### src/rtl/ushift_reg.sv
// Universal shift register: hold, shift, rotate, load and clear, applied directly
// or repeated as a counted burst with busy/done handshake.
module ushift_reg #(
   parameter int WIDTH = 8,
   parameter int AW    = 4
) (
   input  logic             clk,
   input  logic             rst,
   input  logic [2:0]       mode,
   input  logic             s_in_r,
   input  logic             s_in_l,
   input  logic [WIDTH-1:0] par_in,
   input  logic             start,
   input  logic [AW-1:0]    amt,
   output logic [WIDTH-1:0] q,
   output logic             s_out_r,
   output logic             s_out_l,
   output logic             busy,
   output logic             done
);

   typedef enum logic [2:0] {
      M_HOLD = 3'b000,
      M_SHR  = 3'b001,
      M_SHL  = 3'b010,
      M_LOAD = 3'b011,
      M_ROR  = 3'b100,
      M_ROL  = 3'b101,
      M_CLR  = 3'b110,
      M_RSVD = 3'b111
   } op_e;

   typedef enum logic {IDLE, RUN} state_e;

   state_e           state, state_nx;
   op_e              op_lat, op_lat_nx;
   logic [AW-1:0]    cnt, cnt_nx;
   logic [WIDTH-1:0] q_nx;
   logic             done_nx;
   op_e              mode_op;
   logic             burst_mode;

   function automatic logic [WIDTH-1:0] apply_op(
      input op_e              op,
      input logic [WIDTH-1:0] cur,
      input logic             sr,
      input logic             sl,
      input logic [WIDTH-1:0] pin
   );
      case (op)
         M_SHR:   apply_op = {sr, cur[WIDTH-1:1]};
         M_SHL:   apply_op = {cur[WIDTH-2:0], sl};
         M_LOAD:  apply_op = pin;
         M_ROR:   apply_op = {cur[0], cur[WIDTH-1:1]};
         M_ROL:   apply_op = {cur[WIDTH-2:0], cur[WIDTH-1]};
         M_CLR:   apply_op = '0;
         default: apply_op = cur;
      endcase
   endfunction

   assign mode_op    = op_e'(mode);
   assign burst_mode = mode_op inside {M_SHR, M_SHL, M_ROR, M_ROL};

   always_comb begin
      // NOTE: every output of this block gets a default first so no path leaves it unassigned (no latches).
      state_nx  = state;
      op_lat_nx = op_lat;
      cnt_nx    = cnt;
      q_nx      = q;
      done_nx   = 1'b0;
      case (state)
         IDLE: begin
            if (start && burst_mode) begin
               if (amt == '0) begin
                  done_nx = 1'b1;
               end else begin
                  op_lat_nx = mode_op;
                  cnt_nx    = amt;
                  state_nx  = RUN;
               end
            end else begin
               q_nx = apply_op(mode_op, q, s_in_r, s_in_l, par_in);
            end
         end
         RUN: begin
            q_nx   = apply_op(op_lat, q, s_in_r, s_in_l, par_in);
            cnt_nx = cnt - 1'b1;
            if (cnt == AW'(1)) begin
               state_nx = IDLE;
               done_nx  = 1'b1;
            end
         end
         default: state_nx = IDLE;
      endcase
   end

   always_ff @(posedge clk or negedge rst) begin
      // NOTE: sequential state uses non-blocking assignments so all registers update from pre-edge values.
      if (!rst) begin
         state  <= IDLE;
         op_lat <= M_HOLD;
         cnt    <= '0;
         q      <= '0;
         done   <= 1'b0;
      end else begin
         state  <= state_nx;
         op_lat <= op_lat_nx;
         cnt    <= cnt_nx;
         q      <= q_nx;
         done   <= done_nx;
      end
   end

   assign busy    = (state == RUN);
   assign s_out_r = q[0];
   assign s_out_l = q[WIDTH-1];

endmodule

### config.mk
export PLATFORM = sky130hd
export DESIGN_NAME = ushift_reg
export DESIGN_NICKNAME = d
export VERILOG_FILES = /design/src/rtl/ushift_reg.sv
export SDC_FILE = /design/constraint.sdc
export NUM_CORES = 1
export LEC_CHECK = 0
export CAP_MARGIN = 5
export CORE_MARGIN = 3
export CORE_UTILIZATION = 47
export DETAILED_ROUTE_END_ITERATION = 16
export PLACE_DENSITY = 0.87
export SYNTH_ARGS = -nofsm -noshare
export SYNTH_HDL_FRONTEND = slang
export SYNTH_SLANG_ARGS = --single-unit
### constraint.sdc
create_clock -name clk -period 1.6 [get_ports clk]
set_clock_uncertainty 0.15 [all_clocks]
set_input_delay 0.32 -clock clk [delete_from_list [all_inputs] [get_ports clk]]
set_output_delay 0.32 -clock clk [all_outputs]
set_load 0.01 [all_outputs]
Word-level counts from Yosys, hierarchy flattened --
Index checks and enable logic that the tools add are counted. Widths: inputs -> output; s select.
Word-level totals: logic and storage cells 47, bits in registers 17
Cells by class: multiplexer cells 15, add/subtract/negate cells 1, bitwise gates (word level) 2, equality and inequality tests 18, reductions and logical operators 6
Operators with widths (count):
- $pmux 8 s6 | 2
- $eq 3x3->1 const B | 6
- $pmux 8 s2 | 1
- $eq 3x2->1 const B | 4
- $mux 4 | 2
- $mux 8 | 1
- $pmux 4 s2 | 1
- $ne 7x1->1 const B | 1
- $ne 7x5->1 const B | 1
- $eq 3x1->1 const B | 2
- $mux 1 | 6
- $ne 2x2->1 const B | 3
- $reduce_and 3->1 | 2
- $eq 4x1->1 const B | 1
- $logic_not 4->1 | 1
- $pmux 1 s2 | 2
- $reduce_bool 4->1 | 1
- $sub 4x1->4 const B | 1
- $not 1->1 | 2
- $reduce_and 2->1 | 1
- $logic_and 1x1->1 | 1

Depth between registers and ports, before layout --
word-level depth 5, gate-level depth with buffers 7, mapped depth without buffers 4

Least setup slack after synthesis --
No wires, ideal clock.
path kind in2reg, start point input port mode[1], end point register q[7], path buffers 3, arrival time 1.594 ns, setup slack -0.238 ns, library setup time 0.094 ns, cell stages on the path 7, path through buf_6 > and3_1 > a2111o_1 > buf_6 > and2_4 > buf_6 > a221oi_2
Between the ends: word-level cells in the longest chain between the ends 5
RTL lines:
- from (decl) | line 9 | input logic [2:0] mode,
- $eq 3x1->1, or another cell as far along | line 50, 62
- $reduce_bool 4->1 | line 62 | assign burst_mode = mode_op inside {M_SHR, M_SHL, M_ROR, M_ROL};
- $logic_and 1x1->1 | line 73 | if (start && burst_mode) begin
- $ne 2x2->1 (no source line)
- $reduce_and 3->1 (no source line)
- to (signal assigned) | line 109 | q <= q_nx;
- to (decl) | line 15 | output logic [WIDTH-1:0] q,
Parallel ways exist; a longest one is shown, timed or not. The select of a mux whose other input is x is not followed. A chain may end at the register's enable or synchronous reset.

Final worst setup path --
start point register op_lat[2], end point register q[3]
Between the ends: word-level cells in the longest chain between the ends 3
RTL lines:
- from (decl) | line 36 | op_e op_lat, op_lat_nx;
- from (signal assigned) | line 107 | op_lat <= op_lat_nx;
- $eq 3x3->1, or another cell as far along | line 50 | case (op)
- $pmux 8 s6 or $ne 7x1->1 (tied branches)
- $pmux 8 s2 or $reduce_and 3->1 (tied branches)
Parallel ways exist; a longest one is shown, timed or not.

==> metrics.cfg <==
[pwr]
swShare_pct=46.52
netSwitchingPower_mw=2.501
ir_drop_uv=1156
p_clk_share_pct=4.6
pwr-share-seq_pct=16.5
intPower_mw=2.875
power_density_nw_per_um2=2037
p_leak_nw=1.188
combinationalPowerShare_pct=78.9

[worst_setup_path]
arrival_ns=1.83
slowest_delay_ns=0.46
crit_required_ns=1.66
crit_buf_inv=2
critPathTopFamily=compound AO/OA/AOI/OAI gates
path_max_fanout=7
crit_chain=buf_12 > mux2i_1 > a211oi_1 > a2111oi_1 > buf_4 > o31ai_4
cp-start-kind=flip-flop
slowest_stage=dfrtp_1
crit_path_end_kind=flip-flop
critPathKind=flip-flop to flip-flop

[sta]
hold_violations=0
max_freq_mhz=564.1
max_slew_margin_pct=64.48
finalCriticalPeriod_ns=1.773
rsz0062_at_grt=yes
drv_slew=0
holdWs_ns=0.1812
setup_viol=8
layout_setup_ws_ns=-0.1726
fin_crit_sh_pct=110.8
worst_pin_slew_ns=0.5304

[clock_network]
clock-sinks=17
cts_hold_buf=0
clk_pin_slew_ns=0.12
cts_tree=built
htreeDepth=1
root_buffer=clkbuf_4
worstSkewPairLatency_ns=0.31
clk_path_buf_depth=2
cts_buffers=3

[synthesis]
synth_edf_count=0
synth.mux.area_fraction_pct=12.41
synth_warnings=0
synth_ff_type=dfrtp_1
synth_compound_area_share_pct=34.02
ys_types=45
synth-seq-area-share_pct=26.05
netlist_area_um2=1633
synth_seq_cells=17
synthSimpleGateAreaFrac_pct=14.18
synth_nets=212
syn_inst=190
synth_xor_area_share_pct=1.609
synthArstFlopShare_pct=100.0
synthAdderAreaFrac_pct=1.533
synth_top_family_by_area=compound AO/OA/AOI/OAI gates
avgSynthCellArea_um2=8.594

[drt]
drtIter0Drc=185
detail-route-antenna-nets=0
vias_per_cell=6.415
dr.pass1.iters=4
num_vias=2008
drc=0
wirelength_um=6231
drt-wirelength-per-cell_um=19.91

[cells_and_area]
areaGrowthSynthToFinish_pct=61.61
fin_nets=292
final_layout_size_suffix_gt1_share_pct=44.98
diodes=0
final_util_pct=83.03
instances_no_fill=313

[run_status]
violations=negative setup slack
run_status=finished with violations

[global_routing]
antenna_found_initial=0
grt.total_usage_pct=30.79
grt_max_degree=18
grt_pass1_wl_um=10110
grt_overflow=0
grt_pass1_vias=2050

[floorplanning]
num_rows=20
coreArea_um2=3178
die-area_um2=4217
die_y_um=64.94
die_w_um=64.94
start_util_pct=51.38
ios=32

[placement]
dp_hpwl_um=3947
routabilityCongestion=0.9726
io_buffers=31
place_ws_ns=-0.7992
dp.cells=295

[min_path]
hold_class=input pin to async pin

[flow_run]
drv_cap=0

-- cell families after synthesis --
logic type               after synthesis
AO/OA/AOI/OAI                         70
AND/OR/NAND/NOR                       42
buffers and inverters                 36
multiplexers                          20
flip-flops                            17
XOR/XNOR                               3
adder cells (fa/ha/maj)                2
-- layer usage --
| metal | GRT usage (%) | wire [um] | vias to the layer above | part of all wire [%] |
|---|---|---|---|---|
| met2 | 52.11 | 2979 | 115 | 48 |
| met1 | 38.21 | 2495 | 960 | 40 |
| met3 | 5.546 | 508 | 32 | 8.2 |
| met5 | 0 | 0 | - | 0 |
| met4 | 12.66 | 248 | 0 | 4.0 |
| li1 | - | - | 901 | - |
-- sequential cells by signal, indices dropped and copies added, names as in the netlist --
register and flops:
done 1, op_lat 3, cnt 4, q 8, busy 1
-- metrics by stage --
step | power, mW | area (um^2) | TNS [ns]
final | 5.376 | 2639 | -1.255
after CTS | 5.167 | 2620 | -0.9069
after detailed placement | 4.149 | 2313 | -10.50
after global placement | 4.036 | 2313 | -9.364
after floorplan | 2.764 | 1658 | -1.289
after global routing | 5.709 | 2639 | -1.752
-- layout make-up --
type                            count  area (um^2)
Fill cell                         186        539.3
Sequential cell                    17        430.4
Clock inverter                      1        5.005
Tap cell                           44        55.05
Inverter                           12        48.80
Timing Repair Buffer               99        835.8
Multi-Input combinational cell    137         1241
Clock buffer                        3        22.52
-- worst reg2reg max path, cell delays in order (launching register included) --
cell	delay, ns
dfrtp_1	0.46
buf_12	0.16
mux2i_1	0.21
a211oi_1	0.11
a2111oi_1	0.32
buf_4	0.20
o31ai_4	0.07
-- Yosys cell counts (all sizes together) (4+ instances only) --
library cell  instances  area (um^2)
buf                  10        68.80
nand2                 4        15.01
nand3                 7        35.03
dfrtp                17        425.4
o21ai                 5        25.02
inv                  11        41.29
a211oi                7        52.55
nor2                  7        26.28
a21oi                 9        45.04
a221oi                9        85.08
a221o                13        130.1
o31ai                10        75.07
nor3                  5        25.02
clkbuf               14        52.55
mux2i                18        180.2
-- placed cells by master (no fill, tap or decap), types with 3 or more instances in the layout --
cell type	n
buf_4	63
mux2i_1	17
a221o_1	13
dfrtp_1	13
dlygate4sd2_1	13
clkdlybuf4s50_1	11
inv_1	10
a21oi_1	8
nand3_1	7
o31ai_2	7
nor2_1	6
a221oi_2	6
nor3_1	5
a211oi_1	5
nand2_1	4
dfrtp_2	4
a221oi_1	3
o21ai_0	3
a311oi_2	3
xnor2_1	3
nor3b_1	3
a31oi_1	3
clkbuf_4	3
buf_6	3
-- power groups by stage --
| stage | sequential [mW] | combinational (mW) | clock (mW) |
|---|---|---|---|
| 6_report | 0.885 | 4.24 | 0.248 |
| 3_5_place_dp | 0.964 | 3.18 | 0 |
| 2_1_floorplan | 0.872 | 1.89 | 0 |
| 3_3_place_gp | 0.949 | 3.09 | 0 |
| 5_1_grt | 0.911 | 4.52 | 0.275 |
| 4_1_cts | 0.869 | 4.05 | 0.250 |
-- timing repair --
item	4_1_cts	5_1_grt
setup buffers	12	1
setup endpoints to repair	28	14
cloned	1	0
resized for setup	69	10
pin swaps	22	3
hold endpoints to repair	0	0
-- final timing paths --
path / from / end / slack, ns / cells past startpoint
min: rst / op_lat[2] / 0.18 / 2
max reg2reg: op_lat[2] / q[3] / -0.17 / 6
max in group asynchronous: rst / op_lat[1] / 0.88 / 2
min reg2reg: cnt[0] / cnt[0] / 0.41 / 1
min in group clk: amt[3] / cnt[3] / 0.26 / 3
max: op_lat[2] / q[3] / -0.17 / 6
No activity file was read; power rests on OpenSTA's default activity.
